--- src/rtl/answer_window_pkg.sv ---
// Shared types, segment patterns and digit helpers for the answer-window controller.
package answer_pkg;

  typedef enum logic [1:0] {
    ST_IDLE = 2'd0,
    ST_RUN  = 2'd1,
    ST_POST = 2'd2
  } state_e;

  // Active-low {dp,g,f,e,d,c,b,a}; dp is always off.
  localparam logic [7:0] SEG_BLANK = 8'hFF;
  localparam logic [7:0] SEG_DIGIT [0:9] = '{
    8'hC0, 8'hF9, 8'hA4, 8'hB0, 8'h99,
    8'h92, 8'h82, 8'hF8, 8'h80, 8'h90
  };

  function automatic logic [6:0] clamp99(input logic [31:0] v);
    logic [6:0] r;
    if (v > 32'd99) begin
      r = 7'd99;
    end else begin
      r = 7'(v);
    end
    return r;
  endfunction

  // Split a 0..99 value into {tens, ones} BCD nibbles.
  function automatic logic [7:0] to_bcd(input logic [6:0] v);
    return {4'(v / 7'd10), 4'(v % 7'd10)};
  endfunction

endpackage

--- src/rtl/answer_window_if.sv ---
// Control handshake between the game sequencer and the answer-window controller.
interface answer_window_if;
  logic       answerSig;
  logic       abortSig;
  logic       active;
  logic [6:0] timeLeft;
  logic       postSig;
  logic       stopCount;

  modport master (
    output answerSig, abortSig,
    input  active, timeLeft, postSig, stopCount
  );

  modport slave (
    input  answerSig, abortSig,
    output active, timeLeft, postSig, stopCount
  );
endinterface

--- src/rtl/answer_window_seg7_digit_enc.sv ---
// BCD digit to active-low 7-segment pattern; anything above 9 blanks the digit.
module seg7_digit_enc
  import answer_pkg::*;
(
  input  logic [3:0] bcd,
  output logic [7:0] seg
);

  // Pattern lookup
  always_comb begin
    case (bcd)
      4'd0:    seg = SEG_DIGIT[0];
      4'd1:    seg = SEG_DIGIT[1];
      4'd2:    seg = SEG_DIGIT[2];
      4'd3:    seg = SEG_DIGIT[3];
      4'd4:    seg = SEG_DIGIT[4];
      4'd5:    seg = SEG_DIGIT[5];
      4'd6:    seg = SEG_DIGIT[6];
      4'd7:    seg = SEG_DIGIT[7];
      4'd8:    seg = SEG_DIGIT[8];
      4'd9:    seg = SEG_DIGIT[9];
      default: seg = SEG_BLANK;
    endcase
  end

endmodule

--- src/rtl/answer_window.sv ---
// Timed answer-period controller: countdown, close pulses, leader/tie capture and
// the four-digit score/time display.
module answer_window
  import answer_pkg::*;
#(
  parameter int CLK_HZ      = 100_000_000,
  parameter int WINDOW_SECS = 5,
  parameter int NUM_PLAYERS = 2,
  parameter int COUNT_W     = 7,
  localparam int PW         = (NUM_PLAYERS > 1) ? $clog2(NUM_PLAYERS) : 1
) (
  input  logic                           Clk100M,
  input  logic                           Reset,
  answer_window_if.slave                 ctl,
  input  logic [NUM_PLAYERS*COUNT_W-1:0] userCount,
  input  logic [PW-1:0]                  dispSel,
  output logic [PW-1:0]                  leader,
  output logic                           tie,
  output logic [7:0]                     answerSeg0,
  output logic [7:0]                     answerSeg1,
  output logic [7:0]                     answerSeg2,
  output logic [7:0]                     answerSeg3
);

  localparam int PRE_W = (CLK_HZ > 1) ? $clog2(CLK_HZ) : 1;
  localparam logic [PRE_W-1:0] PRE_TC = PRE_W'(CLK_HZ - 1);

  if (WINDOW_SECS < 1 || WINDOW_SECS > 99) begin : g_bad_window
    $error("answer_window: WINDOW_SECS must be within 1..99");
  end
  if (NUM_PLAYERS < 1) begin : g_bad_players
    $error("answer_window: NUM_PLAYERS must be at least 1");
  end

  state_e             state_r;
  logic [PRE_W-1:0]   pre_r;
  logic               active_r;
  logic [6:0]         time_r;
  logic               post_r;
  logic [PW-1:0]      leader_r;
  logic               tie_r;
  logic [7:0]         seg0_r, seg1_r, seg2_r, seg3_r;

  logic               tick_s;
  logic [COUNT_W-1:0] max_s, cnt_s, sel_cnt_s;
  logic [PW-1:0]      lead_s;
  logic               tie_s;
  logic [7:0]         cnt_bcd_s, time_bcd_s;
  logic [7:0]         enc0_s, enc1_s, enc2_s, enc3_s;

  assign tick_s = (pre_r == PRE_TC);

  // Leader/tie compare: strict greater keeps the lowest index on equal maxima
  always_comb begin
    max_s  = userCount[0 +: COUNT_W];
    cnt_s  = '0;
    lead_s = '0;
    tie_s  = 1'b0;
    for (int p = 1; p < NUM_PLAYERS; p++) begin
      cnt_s = userCount[p*COUNT_W +: COUNT_W];
      if (cnt_s > max_s) begin
        max_s  = cnt_s;
        lead_s = PW'(p);
        tie_s  = 1'b0;
      end else if (cnt_s == max_s) begin
        tie_s = 1'b1;
      end else begin
        tie_s = tie_s;
      end
    end
  end

  // Display player select; out-of-range selects fall back to player 0
  always_comb begin
    sel_cnt_s = userCount[0 +: COUNT_W];
    for (int p = 1; p < NUM_PLAYERS; p++) begin
      if (dispSel == PW'(p)) begin
        sel_cnt_s = userCount[p*COUNT_W +: COUNT_W];
      end else begin
        sel_cnt_s = sel_cnt_s;
      end
    end
  end

  assign cnt_bcd_s  = to_bcd(clamp99(32'(sel_cnt_s)));
  assign time_bcd_s = active_r ? to_bcd(time_r) : 8'hFF;

  seg7_digit_enc u_enc0 (.bcd(cnt_bcd_s[7:4]),  .seg(enc0_s));
  seg7_digit_enc u_enc1 (.bcd(cnt_bcd_s[3:0]),  .seg(enc1_s));
  seg7_digit_enc u_enc2 (.bcd(time_bcd_s[7:4]), .seg(enc2_s));
  seg7_digit_enc u_enc3 (.bcd(time_bcd_s[3:0]), .seg(enc3_s));

  // Window FSM with prescaler, countdown and close-time capture
  always_ff @(posedge Clk100M) begin
    if (Reset) begin
      state_r  <= ST_IDLE;
      pre_r    <= '0;
      active_r <= 1'b0;
      time_r   <= 7'd0;
      post_r   <= 1'b0;
      leader_r <= '0;
      tie_r    <= 1'b0;
    end else begin
      post_r <= 1'b0;
      case (state_r)
        ST_IDLE: begin
          if (ctl.answerSig) begin
            state_r  <= ST_RUN;
            active_r <= 1'b1;
            time_r   <= 7'(WINDOW_SECS);
            pre_r    <= '0;
          end
        end
        ST_RUN: begin
          pre_r <= tick_s ? '0 : pre_r + 1'b1;
          // Final tick wins over a coincident abort so the time reads zero
          if ((tick_s && time_r == 7'd1) || ctl.abortSig) begin
            state_r  <= ST_POST;
            active_r <= 1'b0;
            post_r   <= 1'b1;
            leader_r <= lead_s;
            tie_r    <= tie_s;
            if (tick_s && time_r == 7'd1) begin
              time_r <= 7'd0;
            end
          end else if (tick_s) begin
            time_r <= time_r - 7'd1;
          end
        end
        ST_POST: begin
          state_r <= ST_IDLE;
        end
        default: begin
          state_r  <= ST_IDLE;
          active_r <= 1'b0;
        end
      endcase
    end
  end

  // Registered segment drivers
  always_ff @(posedge Clk100M) begin
    if (Reset) begin
      seg0_r <= SEG_DIGIT[0];
      seg1_r <= SEG_DIGIT[0];
      seg2_r <= SEG_BLANK;
      seg3_r <= SEG_BLANK;
    end else begin
      seg0_r <= enc0_s;
      seg1_r <= enc1_s;
      seg2_r <= enc2_s;
      seg3_r <= enc3_s;
    end
  end

  assign ctl.active    = active_r;
  assign ctl.timeLeft  = time_r;
  assign ctl.postSig   = post_r;
  assign ctl.stopCount = post_r;
  assign leader        = leader_r;
  assign tie           = tie_r;
  assign answerSeg0    = seg0_r;
  assign answerSeg1    = seg1_r;
  assign answerSeg2    = seg2_r;
  assign answerSeg3    = seg3_r;

endmodule

--- src/flat_wrapper.sv ---
// flat-port wrapper written by rule: the top's interface ports become plain ports
module answer_window_flat import answer_pkg::*;
#(
  parameter int CLK_HZ      = 100_000_000,
  parameter int WINDOW_SECS = 5,
  parameter int NUM_PLAYERS = 2,
  parameter int COUNT_W     = 7,
  localparam int PW         = (NUM_PLAYERS > 1) ? $clog2(NUM_PLAYERS) : 1
)
  (Clk100M, Reset, userCount, dispSel, leader, tie, answerSeg0, answerSeg1, answerSeg2, answerSeg3, ctl_answerSig, ctl_abortSig, ctl_active, ctl_timeLeft, ctl_postSig, ctl_stopCount);
  answer_window_if ctl_i ();
  input  logic Clk100M;
  input  logic Reset;
  input  logic [NUM_PLAYERS*COUNT_W-1:0] userCount;
  input  logic [PW-1:0] dispSel;
  output logic [PW-1:0] leader;
  output logic tie;
  output logic [7:0] answerSeg0;
  output logic [7:0] answerSeg1;
  output logic [7:0] answerSeg2;
  output logic [7:0] answerSeg3;
  input wire logic [$bits(ctl_i.answerSig)-1:0] ctl_answerSig;
  input wire logic [$bits(ctl_i.abortSig)-1:0] ctl_abortSig;
  output wire logic [$bits(ctl_i.active)-1:0] ctl_active;
  output wire logic [$bits(ctl_i.timeLeft)-1:0] ctl_timeLeft;
  output wire logic [$bits(ctl_i.postSig)-1:0] ctl_postSig;
  output wire logic [$bits(ctl_i.stopCount)-1:0] ctl_stopCount;
  assign ctl_i.answerSig = ctl_answerSig;
  assign ctl_i.abortSig = ctl_abortSig;
  assign ctl_active = ctl_i.active;
  assign ctl_timeLeft = ctl_i.timeLeft;
  assign ctl_postSig = ctl_i.postSig;
  assign ctl_stopCount = ctl_i.stopCount;
  answer_window #(.CLK_HZ(CLK_HZ), .WINDOW_SECS(WINDOW_SECS), .NUM_PLAYERS(NUM_PLAYERS), .COUNT_W(COUNT_W)) u_core (.Clk100M(Clk100M), .Reset(Reset), .ctl(ctl_i), .userCount(userCount), .dispSel(dispSel), .leader(leader), .tie(tie), .answerSeg0(answerSeg0), .answerSeg1(answerSeg1), .answerSeg2(answerSeg2), .answerSeg3(answerSeg3));
endmodule
--- config.mk ---
export PLATFORM = sky130hd
export DESIGN_NAME = answer_window_flat
export DESIGN_NICKNAME = d
export VERILOG_FILES = /design/src/rtl/answer_window_pkg.sv /design/src/rtl/answer_window_if.sv /design/src/rtl/answer_window_seg7_digit_enc.sv /design/src/rtl/answer_window.sv /design/src/flat_wrapper.sv
export SDC_FILE = /design/constraint.sdc
export NUM_CORES = 1
export LEC_CHECK = 0
export ABC_AREA = 1
export ABC_CLOCK_PERIOD_IN_PS = 5900
export BUFFER_PORTS_ARGS = -buffer_cell sky130_fd_sc_hd__buf_4
export CAP_MARGIN = 10
export CORE_ASPECT_RATIO = 1.1
export CORE_MARGIN = 5
export CORE_UTILIZATION = 58
export DETAILED_ROUTE_END_ITERATION = 8
export PLACE_DENSITY = 0.87
export SYNTH_ARGS = -nofsm -noshare
export SYNTH_HDL_FRONTEND = slang
export SYNTH_SLANG_ARGS = --single-unit
export TNS_END_PERCENT = 50
--- constraint.sdc ---
create_clock -name Clk100M -period 5.9 [get_ports Clk100M]
set_input_delay 1.475 -clock Clk100M [delete_from_list [all_inputs] [get_ports Clk100M]]
set_output_delay 1.475 -clock Clk100M [all_outputs]
set_load 0.005 [all_outputs]
== After elaboration in Yosys (flattened, before gate mapping) ==
Memories as Yosys holds them, arrays and structs flattened. A register that Yosys moved wholly into a read port is not among the register bits.
Cells that the tools add are included.
Operators by class
  reduce and logical (&&, ||, !) cells: 10
  order comparisons: 2
  add/subtract/negate cells: 2
  bitwise gates (word level): 2
  equality and inequality tests: 9
  muxes and demuxes: 21
  divide/modulo/power cells: 4
Operator list (number)
  $mux 27: 2
  $pmux 27 s2: 1
  $mux 7: 6
  $add 27x1->27 const B: 1
  $eq 27x27->1 const B: 1
  $div 7x4->7 const B: 2
  $mod 7x4->7 const B: 2
  $pmux 7 s2: 1
  $mux 8: 1
  $eq 7x1->1 const B: 1
  $eq 7x7->1: 1
  $gt 7x7->1: 1
  $gt 7x7->1 const B: 1
  $sub 7x1->7 const B: 1
  $mux 1: 6
  $reduce_and 2->1: 3
  $mux 2: 2
  $pmux 2 s2: 1
  $reduce_and 4->1: 1
  $ne 3x1->1 const B: 1
  $ne 3x2->1 const B: 1
  $pmux 1 s3: 1
  $reduce_and 3->1: 1
  $eq 2x1->1 const B: 1
  9 further kinds: 10
Storage, ports and cells
  ROM bits: 448
  output and inout bits: 44
  memories: 4
  register bits: 72
  bits of input ports: 19
Memories
  (no name shown): depth 16, width 7, rd ports 1, clocked after memory_dff 1, write ports 0, line answer_window_seg7_digit_enc.sv:11  | case (bcd)
  (no name shown): depth 16, width 7, rd ports 1, clocked after memory_dff 1, write ports 0, line answer_window_seg7_digit_enc.sv:11
  (no name shown): depth 16, width 7, rd ports 1, clocked after memory_dff 1, write ports 0, line answer_window_seg7_digit_enc.sv:11
  (no name shown): depth 16, width 7, rd ports 1, clocked after memory_dff 1, write ports 0, line answer_window_seg7_digit_enc.sv:11

== Depth between registers and ports, before layout ==
  word-level depth: 5
  gate-level depth with buffers: 39
  gate-level depth less buffers: 38

== Modules after synthesis ==
A second synthesis with hierarchy kept.
Second synthesis, totals
  cell total of the unflattened synthesis: 722
  area, all modules: 4805.9 um^2
By module, submodules not included
  answer_window: seq. area each 1441.4 um^2, area an instance 4010.1 um^2, cells each 574, times used 1
  seg7_digit_enc: seq. area each 0.0 um^2, area an instance 198.9 um^2, cells each 37, times used 4

== Worst setup path after synthesis ==
No wires, ideal clock.
  path kind: input port to flip-flop
  from: in dispSel
  to: reg u_core.seg1_r[3] (netlist: u_core.answerSeg1[3])
  cell stages on the path: 37
  data required time: 5.768 ns
  data arrival time: 4.867 ns
  slack: 0.901 ns
  library setup time: 0.132 ns
  cell sequence: buf_4 -> inv_4 -> nand2_1 -> nand2_2 -> inv_2 -> nor2_1 -> nand2_2 -> nand2_1 -> inv_1 -> ha_1 -> nand2_1 -> nand2_4 -> nand3_1 -> nand2_2 -> ha_1 -> inv_1 -> nand3_2 -> nand2_4 -> nand3_1 -> nand3_2 -> nand2_2 -> nand3_2 -> nand2_1 -> nand2_1 -> inv_1 -> ha_1 -> nand2_1 -> nand2_2 -> nand2_4 -> nand2_1 -> nand2_1 -> inv_1 -> ha_1 -> inv_1 -> nand3_1 -> nand3_1 -> a21oi_1
On the way
  longest elaborated chain between the ends: 4
RTL lines
  from (decl): line flat_wrapper.sv:15  | input logic [PW-1:0] dispSel;
  $mux 7 (*): line answer_window.sv:77  | if (dispSel == PW'(p)) begin
  $gt 7x7->1: line answer_window_pkg.sv:19  | if (v > 32'd99) begin
  $mux 7 (*): line answer_window_pkg.sv:19
  $mod 7x4->7 (*): line answer_window_pkg.sv:29  | return {4'(v / 7'd10), 4'(v % 7'd10)};
  to (decl): line answer_window.sv:42  | logic [7:0] seg0_r, seg1_r, seg2_r, seg3_r;
Mark *: on every way between the ends. The rest lies on a longest branch, timed or not.
A chain may end at the register's enable or synchronous reset.

== Worst setup path in the final report ==
Ends and elaborated chain as after synthesis.

==> results by group <==
Outcome
  – Run status: completed

Worst setup path
  – Crit-path max cell delay: 0.23 ns
  – RR Startpoint: u_core.ctl.timeLeft[6]
  – CP max FO: 10
  – Critical Path Sink Type: flip-flop
  – CP top delay family: simple AND/OR/NAND/NOR gates
  – WP data arrival: 5.32 ns
  – Critical path data required time: 6.12 ns
  – CP Class: in2reg
  – CP dominant cell by count: nand2_1
  – Crit path launch type: input port
  – CP max-delay cell: ha_1
  – Worst path buffer plus inverter count: 8
  – Crit path launch: dispSel

Synth
  – Synth Instances: 672
  – Top cells by area, synth: dfxtp_1 (30%), nand2_1 (12%), ha_1 (9.9%)
  – Post-Synth Simple-Gate Area: 33.8%
  – Yosys reg bits: 68
  – Post-synth EDFFs: 0
  – Post-Synth Adder-Cell Area: 9.90%
  – Post-synthesis compound-gate area fraction: 12.6%
  – Fraction of registers with async set/reset: 0%
  – Most numerous cell in the Yosys netlist: nand2_1
  – Mux cell area share after synthesis: 0%
  – Distinct cells, synth: 41
  – Seq/Total Area, Yosys: 29.9%
  – Area leader, netlist: dfxtp_1
  – Post-Synth XOR/XNOR Area: 2.67%
  – Synth cell count leaders: nand2_1 (148), inv_1 (98), dfxtp_1 (68)
  – Ys flop type: dfxtp_1
  – Yosys warns: 0
  – Yosys top cell area share: 29.9%
  – Largest family of logic cells by synthesized area: simple AND/OR/NAND/NOR gates
  – Syn Std Cell Area: 4550 um^2
  – Mean area per synthesized cell: 6.77 um^2

Layout
  – Share of cells above drive strength 1: 17.1%
  – Diode count: 0
  – Area delta synth->final: 15.3%
  – # nets final: 783
  – Non-filler cells, final: 838

Place
  – DP HPWL: 7600 um
  – Pre-CTS setup slack: 0.512 ns
  – GP Congestion: 0.875
  – Inst Count DP: 822
  – Port Buf Inserts: 58

STA
  – Fin crit period: 5.10 ns
  – Setup violators final: 0
  – F_max: 196 MHz
  – Setup Skew: 0.00768 ns
  – Setup TNS: 0 ns
  – Final Cycle Share: 86.4%
  – Final Hold Viols: 0
  – Final setup margin: 0.801 ns
  – Worst slew pin tran: 0.771 ns
  – Pins Over Slew Limit: 0
  – Hold WS: 0.476 ns
  – Worst rel slew slack: 48.5%
  – RSZ-0062 raised after global routing: false

Routing
  – Wire per inst: 12.0 um
  – Pre-Repair DR Iteration Count: 6
  – Post-Route WL: 10000 um
  – Final ANT Viol Nets: 0
  – Vias: 4419
  – DR iter-0 viols: 336
  – Vias per cell: 5.27
  – Residual DRC: 0

Floorplan
  – Initial Util: 60.2%
  – I/O pin count: 63
  – Die H: 103 um
  – Core area: 7560 um^2
  – Row Count: 33
  – DIE WIDTH: 94.5 um
  – DIE AREA: 9720 um^2

Clocking
  – CTS Sinks: 68
  – CTS clk-pin slew, worst paths: 0.08 ns
  – CTS tree: yes
  – CTS H-tree depth: 3
  – Cts hold-fix bufs: 0
  – Clk buf depth: 2
  – Root buf cell: clkbuf_8
  – Resize count post-CTS: 0
  – CTS buffer count: 9
  – Worst-Skew Late Latency: 0.34 ns
  – # Post-CTS Setup Buffers: 0

Pwr
  – PD cells: 306 nW/um^2
  – Leakage power: 2.43 nW
  – Maximum VDD drop: 0.000217 V
  – Total power: 0.00160 W

Hold path
  – Hold wc startpoint: u_core.leader
  – Worst Hold Class: reg2reg

Global routing
  – Initial antenna violation count: 0
  – Vias in the first global route: 4114
  – First-pass GRT wire length: 17200 um
  – Largest net degree at the start of global routing: 44
  – Total grt overflow: 0
  – GRT Resource Usage Total: 21.6%

Flow run
  – Max Cap Viol: 0
kinds of logic (layout without fill, tap and decap cells):
kind of cell	after synthesis	in the layout
buf+inv	125	183
fa+ha+maj	36	36
simple gates	333	333
other cells	1	4
compound gates	96	96
xor+xnor	13	13
flops	68	68
layer usage:
layer	vias up	track usage, %	routed length [um]
met2	126	39.6	4950
met5	-	0	0
met4	0	10.3	243
met3	19	3.50	556
li1	2275	-	-
met1	1999	24.3	4290
cells in the final DEF, fill, tap and decap left out, types with 2 or more instances in the layout:
cell type / count
o21ai_2: 3
a21oi_1: 40
nand2_1: 148
buf_4: 58
nand4_1: 14
nor4_1: 3
nand3_1: 55
inv_2: 7
xor2_1: 9
o21ai_1: 3
a31oi_1: 3
conb_1: 4
ha_1: 36
dfxtp_1: 68
nand2_4: 6
clkinvlp_4: 2
a211oi_1: 5
nor2_1: 64
nand3_2: 5
nand2_2: 20
or2_2: 2
clkinv_2: 3
clkinv_4: 2
nor3_1: 9
inv_1: 98
xnor2_1: 3
o21ai_0: 27
o211ai_1: 3
nand3b_1: 3
a221oi_1: 8
clkbuf_8: 10
flip-flops by register name, indices dropped and copies added, names as in the netlist:
name,cells
u_core.pre_r,27
u_core.answerSeg0,7
u_core.answerSeg1,7
u_core.answerSeg2,7
u_core.answerSeg3,7
u_core.ctl.timeLeft,7
u_core.state_r,2
u_core.ctl.active,1
u_core.ctl.postSig,1
u_core.leader,1
u_core.tie,1
final timing paths:
kind,to,slack (ns),depth (start not counted)
max,u_core.answerSeg1[3],0.80,38
min reg2reg,u_core.leader,0.48,2
max reg2reg,u_core.answerSeg3[3],2.19,29
min,u_core.leader,0.48,2
layout make-up:
type,count,area [um^2]
Clock inverter,6,63.8
Timing Repair Buffer,58,435
Multi-Input combinational cell,482,2700
Inverter,109,418
Clock buffer,10,138
Sequential cell,68,1360
Tap cell,105,131
Fill cell,626,2310
stage by stage:
stage / cell area [um^2] / util [%]
after CTS: 5250 / 69.4
after detailed placement: 5050 / 66.8
after global routing: 5250 / 69.4
final: 5250 / 69.4
after floorplan: 4560 / -
after global placement: 5050 / 66.8
worst register-to-register path: cells and delay by family, from the launching register on:
family | cells | cell delay, ns
compound gates | 1 | 0.10
xor+xnor | 2 | 0.46
fa+ha+maj | 2 | 0.50
buf+inv | 8 | 0.61
flops | 1 | 0.44
simple gates | 16 | 1.45
where the power goes:
part,total (W),internal (W),switching (W)
registers,0.000543,0.000519,0.0000246
clock network,0.000388,0.000206,0.000183
logic,0.000673,0.000260,0.000414
No activity file was read; power rests on OpenSTA's default activity.
